**src/rtl/digit_serial_subtractor.sv**
```systemverilog
// Digit-serial subtractor: D = A - B - bin, DIGIT bits per cycle, LSB digit first.
// Define SUB_OVERFLOW_EN to add the signed-overflow output ovf.
module digit_serial_subtractor #(
    parameter int WIDTH = 32,
    parameter int DIGIT = 8
) (
    input  logic             clk,
    input  logic             rst,
    input  logic             in_valid,
    output logic             in_ready,
    input  logic [WIDTH-1:0] A,
    input  logic [WIDTH-1:0] B,
    input  logic             bin,
    output logic             out_valid,
    input  logic             out_ready,
    output logic [WIDTH-1:0] D,
    output logic             prev_bout,
    output logic             bout
`ifdef SUB_OVERFLOW_EN
    ,
    output logic             ovf
`endif
);

    localparam int NUM_DIGITS = WIDTH / DIGIT;
    localparam int IDX_W      = (NUM_DIGITS > 1) ? $clog2(NUM_DIGITS) : 1;

    generate
        if (DIGIT < 1 || WIDTH < 2 || (WIDTH % DIGIT) != 0) begin : g_bad_cfg
            $fatal(1, "digit_serial_subtractor: illegal WIDTH/DIGIT combination");
        end
    endgenerate

    typedef enum logic [1:0] {IDLE, BUSY, DONE} state_t;

    state_t             state_q, state_d;
    logic [WIDTH-1:0]   a_q, a_d;
    logic [WIDTH-1:0]   b_q, b_d;
    logic               carry_q, carry_d;
    logic [IDX_W-1:0]   idx_q, idx_d;
    logic [WIDTH-1:0]   d_q, d_d;
    logic               prev_bout_q, prev_bout_d;
    logic               bout_q, bout_d;

    logic [DIGIT-1:0]   a_dig, b_dig;
    logic [DIGIT:0]     sum;
    logic [WIDTH-1:0]   a_shift, b_shift;
    logic               last_digit;

    assign a_dig = a_q[DIGIT-1:0];
    assign b_dig = b_q[DIGIT-1:0];
    assign sum   = {1'b0, a_dig} + {1'b0, ~b_dig} + {{DIGIT{1'b0}}, carry_q};
    assign last_digit = (idx_q == IDX_W'(NUM_DIGITS - 1));

    // The minuend register doubles as the result accumulator: each consumed
    // digit is replaced by its difference digit entering from the top.
    generate
        if (DIGIT == WIDTH) begin : g_single
            assign a_shift = sum[DIGIT-1:0];
            assign b_shift = '0;
        end else begin : g_multi
            assign a_shift = {sum[DIGIT-1:0], a_q[WIDTH-1:DIGIT]};
            assign b_shift = {{DIGIT{1'b0}}, b_q[WIDTH-1:DIGIT]};
        end
    endgenerate

    always_ff @(posedge clk or posedge rst) begin
        if (rst) begin
            state_q     <= IDLE;
            a_q         <= '0;
            b_q         <= '0;
            carry_q     <= 1'b0;
            idx_q       <= '0;
            d_q         <= '0;
            prev_bout_q <= 1'b0;
            bout_q      <= 1'b0;
        end else begin
            state_q     <= state_d;
            a_q         <= a_d;
            b_q         <= b_d;
            carry_q     <= carry_d;
            idx_q       <= idx_d;
            d_q         <= d_d;
            prev_bout_q <= prev_bout_d;
            bout_q      <= bout_d;
        end
    end

    always_comb begin
        state_d     = state_q;
        a_d         = a_q;
        b_d         = b_q;
        carry_d     = carry_q;
        idx_d       = idx_q;
        d_d         = d_q;
        prev_bout_d = prev_bout_q;
        bout_d      = bout_q;
        case (state_q)
            IDLE: begin
                if (in_valid) begin
                    a_d     = A;
                    b_d     = B;
                    carry_d = ~bin;
                    idx_d   = '0;
                    state_d = BUSY;
                end
            end
            BUSY: begin
                a_d     = a_shift;
                b_d     = b_shift;
                carry_d = sum[DIGIT];
                idx_d   = idx_q + IDX_W'(1);
                if (last_digit) begin
                    d_d         = a_shift;
                    bout_d      = ~sum[DIGIT];
                    // Borrow into the MSB recovered from the MSB sum bit: s ^ a ^ b.
                    prev_bout_d = sum[DIGIT-1] ^ a_dig[DIGIT-1] ^ b_dig[DIGIT-1];
                    state_d     = DONE;
                end
            end
            DONE: begin
                if (out_ready) begin
                    state_d = IDLE;
                end
            end
            default: state_d = IDLE;
        endcase
    end

    assign in_ready  = (state_q == IDLE) && !rst;
    assign out_valid = (state_q == DONE);
    assign D         = d_q;
    assign prev_bout = prev_bout_q;
    assign bout      = bout_q;

`ifdef SUB_OVERFLOW_EN
    logic ovf_q;

    always_ff @(posedge clk or posedge rst) begin
        if (rst) begin
            ovf_q <= 1'b0;
        end else if (state_q == BUSY && last_digit) begin
            ovf_q <= prev_bout_d ^ bout_d;
        end
    end

    assign ovf = ovf_q & out_valid;
`endif

endmodule

```
**config.mk**
```make
export PLATFORM = sky130hd
export DESIGN_NAME = digit_serial_subtractor
export DESIGN_NICKNAME = d
export VERILOG_FILES = /design/src/rtl/digit_serial_subtractor.sv
export SDC_FILE = /design/constraint.sdc
export NUM_CORES = 1
export LEC_CHECK = 0
export CAP_MARGIN = 20
export CORE_MARGIN = 2
export CORE_UTILIZATION = 45
export CTS_CLUSTER_DIAMETER = 120
export CTS_CLUSTER_SIZE = 40
export DETAILED_ROUTE_END_ITERATION = 10
export PLACE_DENSITY = 0.71
export SLEW_MARGIN = 20
export SYNTH_ARGS = -nofsm -noshare
export SYNTH_HDL_FRONTEND = slang
export SYNTH_SLANG_ARGS = --single-unit
```
**constraint.sdc**
```tcl
create_clock -name clk -period 5.5 [get_ports clk]
set_input_delay 0.825 -clock clk [delete_from_list [all_inputs] [get_ports clk]]
set_output_delay 0.825 -clock clk [all_outputs]
set_load 0.005 [all_outputs]
```
==> reports/metrics.cfg, run 1 <==
[status]
status=finished, final reports clean

[timing]
maxSlewViolCount=0
clock_skew_ns=0.01304
fin_crit_ns=3.121
setup_viol=0
finalHoldViolCount=0
maxSlewHeadroom_pct=25.99
final.period_utilization_pct=56.74
rsz0062_at_grt=no
max_freq_mhz=320.4
setup-tns-final_ns=0
tightest_slew_ns=1.108

[yosys]
synth_cell_types=37
synth_nets=577
synth_top_area_share_pct=50.98
ys_ff_latch=103
netlist_instances=498
synthArstFlopShare_pct=100.0
synthFlopType=dfrtp_1
syn_area_per_cell_sq_um=10.15
yosysSeqAreaShare_pct=50.98
synth-warning-count=0
netlist_area_sq_mm=0.005056
synth_edf_count=0
synth_area_leaders=dfrtp_1, o21ai_0, a21oi_1, a22oi_1, mux2_2
synth_top_area_cell=dfrtp_1

[floorplanning]
start_util_pct=46.44
design.core.area_sq_mm=0.01089
pin_count=105
fp.dieH_microns=110
rows=38
die_width_microns=110
die-area_sq_mm=0.01210

[cells_and_area]
num-fill-cells=957
seq_area_sq_mm=0.002580
multi_input_area_sq_mm=0.002255
final_common_cell=clkdlybuf4s50_1
final_cell_mix=clkdlybuf4s50_1, dfrtp_1, o21ai_0
area_delta_synth_final_pct=25.76
diodes=0
stdcell_count=726
final_nets=660
drive_above_1_share_pct=9.556

[clocking]
cts_resized=0
clk_pin_slew_ns=0.11
cts.sinks=103
cts_htree_levels=3
cts-root-buf=clkbuf_8
ctsHoldBuffers=0
cts_tree=yes
cts_setup_buffers=0
insertion_delay_ns=0.38
cts_made_buffers=9
cts_buffer_depth=2

[global_routing]
overflow=0
grt_use_total_pct=22.14
antenna_found_initial=0
grt_max_degree=69
grt_pass1_wl_mm=20.58
grt_pass1_vias=4010

[detailed_routing]
wl_mm=12.82
drtPass1Iterations=5
drtIter0Drc=228
drc_errors=0
vias=4075
detail_route.vias_per_cell=5.613
wl_per_cell_microns=17.66
ant_nets=0

[worst_setup_path]
cp_cell_sequence=buf_4 > nor3_1 > clkdlybuf4s50_1
worstPathArrival_ns=2.30
slowest_delay_ns=0.95
worst_path_max_delay_cell=dfrtp_2
start_kind=flop
crit_fanout=47
worst-path-buf-inv=2
cp.required_ns=4.68
crit_family=flip-flops
critical_path_class=reg2out
crit_path_end_kind=output port

[flow_run]
cap_violations=0

[worst_hold_path]
holdCritPathClass=reg2reg

[place]
place_hpwl_mm=8.715
io_buffers=104
dpl.cell_count=710
place_congestion=0.8531

[power_and_ir_drop]
p_leak_nw=2.659
powerDensity_mw_per_mm2=584.9
vdd_drop_max_mv=0.2482

## report_power, final
part	switching [mW]	internal (mW)	total (mW)
sequential	0.352	1.11	1.46
combinational	0.853	0.889	1.74
clock	0.291	0.222	0.513
## cells in the mapped netlist (2+ instances only)
library cell and n:
a21oi_1 62, a22oi_1 38, a2bb2oi_1 9, and3b_1 11, buf_1 3, buf_2 14, buf_4 5, clkbuf_1 16
dfrtp_1 103, fa_1 2, ha_1 8, inv_1 14, mux2_2 25, nand2_1 29, nand2b_1 3, nand3b_1 3
nor2_1 13, nor2b_1 41, nor3b_1 2, o21ai_0 71, o22a_1 2, o31ai_1 2, xnor2_1 3, xor2_1 6
## final timing paths
| kind | end | cells after the start | start | slack, ns |
|---|---|---|---|---|
| setup / recovery | in_ready | 3 | state_q[1] | 2.38 |
| hold / removal | idx_q[0] | 1 | idx_q[0] | 0.49 |
| setup reg to reg | D[19] | 4 | state_q[0] | 2.91 |
| hold reg to reg | idx_q[0] | 1 | idx_q[0] | 0.49 |
| max in group asynchronous | state_q[0] | 3 | rst | 3.43 |
| min in group asynchronous | b_q[20] | 2 | rst | 0.85 |
## cell type report
type                       instances  share of cell area [%]
sequential                       103                   40.57
clock buffer                       9                   1.948
clock inverter                     7                   1.397
multi-input combinational        343                   35.46
tap                              140                   2.755
timing repair buffer             110                   17.00
inverter                          14                  0.8658
## state kept, by name, indices dropped and copies added, names as in the netlist
signal,count
a_q,32
D,32
bout,1
b_q,32
idx_q,2
carry_q,1
state_q,2
prev_bout,1
## cells by family (layout without fill, tap and decap cells)
kind of cell | Yosys count | in the layout | synth area share [%]
AOI/OAI and AO/OA | 192 | 192 | 22.67
xor gates and xnor gates | 9 | 9 | 1.559
adders and majority gates | 10 | 10 | 2.772
buffers and inverters | 52 | 140 | 4.578
DFF | 103 | 103 | 50.98
muxes | 26 | 26 | 5.766
and+or+nand+nor | 106 | 106 | 11.68
## stage by stage
stage               utilization [%]  total power [mW]  setup slack, ns  cell area [sq um]  hold WS [ns]
finish                        58.40             3.719            2.379               6359        0.4918
global route                  58.40             4.005            2.281               6359        0.5223
CTS                           58.40             3.730            2.394               6359        0.4931
detailed placement            56.45             3.213            2.498               6146        0.4701
global placement              56.45             3.151            2.553               6146        0.4597
floorplan                         -             2.562            1.971               5056        0.4461
## per-layer routing
| layer | share of wire, % | vias to the layer above | routed length [microns] | GRT usage, % |
|---|---|---|---|---|
| li1 | - | 1935 | - | - |
| met1 | 45 | 1995 | 5832 | 32.08 |
| met2 | 48 | 128 | 6118 | 34.40 |
| met3 | 5.0 | 17 | 647 | 2.998 |
| met4 | 1.7 | 0 | 221 | 7.233 |
| met5 | 0 | - | 0 | 0 |
No activity file was read; power rests on OpenSTA's default activity.
==> run 2: changes to the inputs <==
- PLACE_DENSITY: 0.71 -> 0.73
- clock period: 5.5 -> 2.8 ns (I/O delays scaled with it)
==> reports/metrics.cfg, run 2 (synthesized netlist as in run 1, its figures left out) <==
[status]
status=finished, final reports clean

[clocking]
cts_made_buffers=9  ; unchanged
cts.sinks=103  ; unchanged
insertion_delay_ns=0.37  ; about the same
cts_tree=yes
cts_htree_levels=3  ; unchanged
cts-root-buf=clkbuf_8
cts_resized=0  ; unchanged
cts_buffer_depth=2  ; unchanged
clk_pin_slew_ns=0.10  ; about the same
cts_setup_buffers=0  ; unchanged
ctsHoldBuffers=0  ; unchanged

[place]
place_hpwl_mm=9.332  ; +7.1%
place_congestion=0.7971  ; -6.6%
pre_cts_ws_ns=0.5812  ; -1.917 ns
dpl.cell_count=718  ; +1.1%
io_buffers=104  ; unchanged

[flow_run]
cap_violations=0  ; unchanged

[floorplanning]
die-area_sq_mm=0.01210  ; unchanged
design.core.area_sq_mm=0.01089  ; unchanged
start_util_pct=46.44  ; unchanged
die_width_microns=110  ; unchanged
pin_count=105  ; unchanged
fp.dieH_microns=110  ; unchanged
rows=38  ; unchanged

[worst_setup_path]
crit_family=buffers and inverters
crit_fanout=26  ; -45%
cp_cell_sequence=inv_1 > nor2_1 > clkdlybuf4s50_1
worst-path-buf-inv=2  ; unchanged
crit_path_end_kind=output port
slowest_delay_ns=0.70  ; -0.25 ns
critical_path_class=reg2out
cp.required_ns=2.38  ; -2.30 ns
start_kind=flop
worst_path_max_delay_cell=dfrtp_2
worstPathArrival_ns=1.93  ; -0.37 ns

[timing]
tightest_slew_ns=0.7595  ; -0.3483 ns
finalWorstSetupSlack_ns=0.4462  ; -1.933 ns
setup-tns-final_ns=0  ; unchanged
final.period_utilization_pct=84.07
max_freq_mhz=424.8
setup_viol=0  ; unchanged
finalHoldViolCount=0  ; unchanged
fin_crit_ns=2.354
rsz0062_at_grt=no
clock_skew_ns=0.01682  ; +0.003782 ns
maxSlewHeadroom_pct=49.19  ; +23 points
maxSlewViolCount=0  ; unchanged

[global_routing]
grt_max_degree=48  ; -30%
antenna_found_initial=0  ; unchanged
grt_use_total_pct=23.12  ; +0.99 points
grt_pass1_vias=4163  ; +3.8%
overflow=0  ; unchanged
grt_pass1_wl_mm=21.45  ; +4.2%

[cells_and_area]
area_delta_synth_final_pct=27.22
stdcell_count=734  ; +1.1%
final_common_cell=clkdlybuf4s50_1
final_cell_mix=clkdlybuf4s50_1, dfrtp_1, o21ai_0
num-fill-cells=920  ; -3.9%
diodes=0  ; unchanged
drive_above_1_share_pct=10.77  ; +1.2 points
final_nets=668  ; +1.2%

[power_and_ir_drop]
powerDensity_mw_per_mm2=1151  ; +97%
p_leak_nw=2.698  ; +1.5%
vdd_drop_max_mv=0.5587  ; +130%

[detailed_routing]
drc_errors=0  ; unchanged
wl_mm=13.22  ; +3.1%
wl_per_cell_microns=18.01  ; +2.0%
vias=4128  ; +1.3%
detail_route.vias_per_cell=5.624  ; +0.20%
dr_wl_met3_microns=645  ; -0.31%
drt-met1-wl_mm=6.010  ; +3.1%
drtIter0Drc=238  ; +4.4%
ant_nets=0  ; unchanged
wl_met2_mm=6.327  ; +3.4%
topRoutingLayerUsed=met4
drtPass1Iterations=5  ; unchanged

[worst_hold_path]
holdCritPathClass=reg2reg

## run 2: cell types whose count changed in the layout (fill, tap and decap cells not counted)
cell	delta
buf_4	+7
inv_4	-1
buf_12	+1
inv_8	-2
inv_6	+2
clkinv_4	-1
clkinvlp_4	+1
clkbuf_8	+1
## run 2: worst paths after layout
path	slack (ns)	start	cells past startpoint	endpoint
max in group asynchronous	1.56	rst	3	state_q[0]
worst min register to register	0.48	prev_bout	2	prev_bout
worst max register to register	0.54	a_q[0]	9	D[30]
worst max-delay path	0.45	state_q[1]	3	out_valid
worst min-delay path	0.48	prev_bout	2	prev_bout
min in group asynchronous	0.52	rst	2	b_q[21]
## run 2: per-stage QoR
| step | hold WS, ns | area, sq um | power, mW | util (%) |
|---|---|---|---|---|
| after floorplan | 0.4461 | 5060 | 5.032 | - |
| after CTS | 0.4896 | 6432 | 7.413 | 59.08 |
| after global placement | 0.4614 | 6220 | 6.263 | 57.12 |
| after global routing | 0.5149 | 6432 | 7.971 | 59.08 |
| after detailed placement | 0.4664 | 6220 | 6.410 | 57.12 |
| final | 0.4840 | 6432 | 7.403 | 59.08 |
## run 2: where the power goes
group,switching (mW),internal (mW)
sequential,0.590,2.19
clock,0.544,0.452
combinational,1.85,1.78
## run 2: final cells by class
class	count	area (sq um)	share of cell area, %
flip-flops and latches	103	2580	40.11
multi-input cells	343	2255	35.05
well taps	140	175.2	2.723
clock inverters	6	75.07	1.167
clock buffers	10	137.6	2.140
repair buffers	118	1154	17.93
inverters	14	56.30	0.8753
## run 2: tightest hold or removal path, delay by kind of cell (launching register included)
kind / cells / cell delay (ns)
flops: 1 / 0.35
simple gates: 1 / 0.06
compound gates: 1 / 0.05
## run 2: per-layer routing
metal  track usage [%]  up-vias
met4             8.409        0
met5                 0        -
li1                  -     1953
met2             35.71      119
met1             33.24     2034
met3             3.292       22
==> run 3: changes to the inputs <==
- clock period: 2.8 -> 1.94 ns (I/O delays scaled with it)
==> reports/metrics.cfg, run 3 (synthesized netlist as in run 1, its figures left out) <==
[worst_setup_path]
cp-startpoint=a_q[0]
ff2ff_path_depth=9  ; unchanged
r2r_end=a_q[30]
cp_cell_sequence=inv_2 > fa_2 > inv_2 > fa_2 > a21oi_2 > a2bb2oi_2 > nor2b_4 > xor2_2 > a21oi_1
worst_path_max_delay_cell=dfrtp_1
worstPathArrival_ns=2.23  ; +0.30 ns
critical_path_class=reg2reg
rr_startpoint=a_q[0]
r2r_slack_ns=-0.05  ; -0.59 ns
slowest_delay_ns=0.40  ; -0.30 ns
crit_path_end_kind=flop
cp.required_ns=2.18  ; -0.20 ns
start_kind=flop
crit_fanout=2  ; -92%
crit_end=a_q[30]

[clocking]
cts_htree_levels=3  ; unchanged
cts_made_buffers=9  ; unchanged
clk_pin_slew_ns=0.10  ; about the same
insertion_delay_ns=0.37  ; about the same
cts_tree=yes
cts.sinks=103  ; unchanged
cts_buffer_depth=2  ; unchanged
cts-root-buf=clkbuf_8

[timing]
final.period_utilization_pct=102.5
setup_viol=2  ; +2
clock_skew_ns=0.008825  ; -0.007993 ns
max_freq_mhz=502.8
fin_crit_ns=1.989
tightest_slew_ns=0.5336  ; -0.2259 ns
rsz0062_at_grt=yes
finalWorstSetupSlack_ns=-0.04901  ; -0.4952 ns
maxSlewHeadroom_pct=64.30  ; +15 points
finalHoldViolCount=0  ; unchanged
timing.hold.ws_ns=0.3384  ; -0.1456 ns
maxSlewViolCount=0  ; unchanged

[global_routing]
grt_max_degree=47  ; -2.1%
grt_pass1_wl_mm=21.33  ; -0.58%
grt_pass1_vias=4186  ; +0.55%
overflow=0  ; unchanged
grt_use_total_pct=23.11  ; about the same
antenna_found_initial=1  ; +1

[detailed_routing]
topRoutingLayerUsed=met4
wl_per_cell_microns=18.04  ; +0.14%
drtIter0Drc=257  ; +8.0%
wl_met2_mm=6.399  ; +1.1%
detail_route.vias_per_cell=5.609  ; -0.26%
wl_mm=13.44  ; +1.6%
drtPass1Iterations=5  ; unchanged
dr_wl_met3_microns=785  ; +22%
drt-met1-wl_mm=5.972  ; -0.63%
vias=4179  ; +1.2%
ant_nets=0  ; unchanged
drc_errors=0  ; unchanged

[cells_and_area]
final_nets=679  ; +1.6%
drive_above_1_share_pct=13.88  ; +3.1 points
final_util_pct=60.46  ; +1.4 points
final_cell_area_sq_mm=0.006583  ; +2.3%
diodes=0  ; unchanged
area_delta_synth_final_pct=30.19
final_cell_mix=clkdlybuf4s50_1, dfrtp_1, o21ai_0
final_common_cell=clkdlybuf4s50_1

[place]
io_buffers=104  ; unchanged
pre_cts_ws_ns=-0.1378  ; -0.7190 ns
place_congestion=0.8252  ; +3.5%
postPlaceCellArea_sq_mm=0.006294  ; +1.2%
place_hpwl_mm=9.501  ; +1.8%

[power_and_ir_drop]
power_mw=11.09  ; +50%
vdd_drop_max_mv=0.9033  ; +62%
p_leak_nw=2.770  ; +2.7%
powerDensity_mw_per_mm2=1684  ; +46%

[floorplanning]
rows=38  ; unchanged
start_util_pct=46.44  ; unchanged
die_width_microns=110  ; unchanged
pin_count=105  ; unchanged
fp.dieH_microns=110  ; unchanged
die-area_sq_mm=0.01210  ; unchanged
design.core.area_sq_mm=0.01089  ; unchanged

[status]
violations=setup timing
status=complete, but fails checks

[worst_hold_path]
holdCritPathClass=in2async

[flow_run]
cap_violations=0  ; unchanged

## run 3: cell count changes in the layout (fill, tap and decap cells not counted), sizes merged
cell    previous run  this run
buf               15        26
inv               16        14
bufinv             1         2
clkinv             1         2
## run 3: metrics by stage
step                       TNS, ns  std cells
after floorplan                  0        498
after CTS                 -0.05375        744
after detailed placement   -0.2657        724
after global routing       -0.2766        745
final                     -0.06390        745
after global placement     -0.1406        724
## run 3: power by group
part / switching, mW / internal (mW)
logic: 2.80 / 2.82
registers: 0.805 / 3.16
clock network: 0.762 / 0.737
total: 4.37 / 6.71
## run 3: layout make-up
class                           instances  area [sq um]
Fill cell                             904          4305
Sequential cell                       103          2580
Multi-Input combinational cell        343          2288
Timing Repair Buffer                  129          1261
Tap cell                              140         175.2
Clock buffer                           10         127.6
Clock inverter                          6         93.84
Inverter                               14         56.30
## run 3: timing repair
action | in CTS | in global routing
gates resized for setup | 5 | 6
hold buffers | 0 | 0
pin swaps | 3 | 7
setup endpoints to repair | 7 | 5
setup buffers | 4 | 1
## run 3: critical path: cells and delay by family (launching register included)
family,cells,cell delay [ns]
AND/OR/NAND/NOR,1,0.18
XOR/XNOR,1,0.16
AO/OA/AOI/OAI,3,0.43
flip-flops,1,0.40
buffers and inverters,2,0.12
adder cells (fa/ha/maj),2,0.55
## run 3: worst min-delay path by stage
stage | startpoint | endpoint | slack [ns] | depth (start not counted)
3_5_place_dp | idx_q[0] | idx_q[0] | 0.47 | 1
4_1_cts | rst | a_q[29] | 0.34 | 2
3_3_place_gp | idx_q[0] | idx_q[0] | 0.46 | 1
6_report | rst | carry_q | 0.34 | 2
5_1_grt | rst | a_q[29] | 0.38 | 2
2_1_floorplan | out_ready | state_q[1] | 0.38 | 1
## run 3: per-layer routing
layer	up-vias	track usage, %
li1	1973	-
met1	2053	32.33
met2	134	35.80
met3	19	5.703
met4	0	6.600
met5	-	0
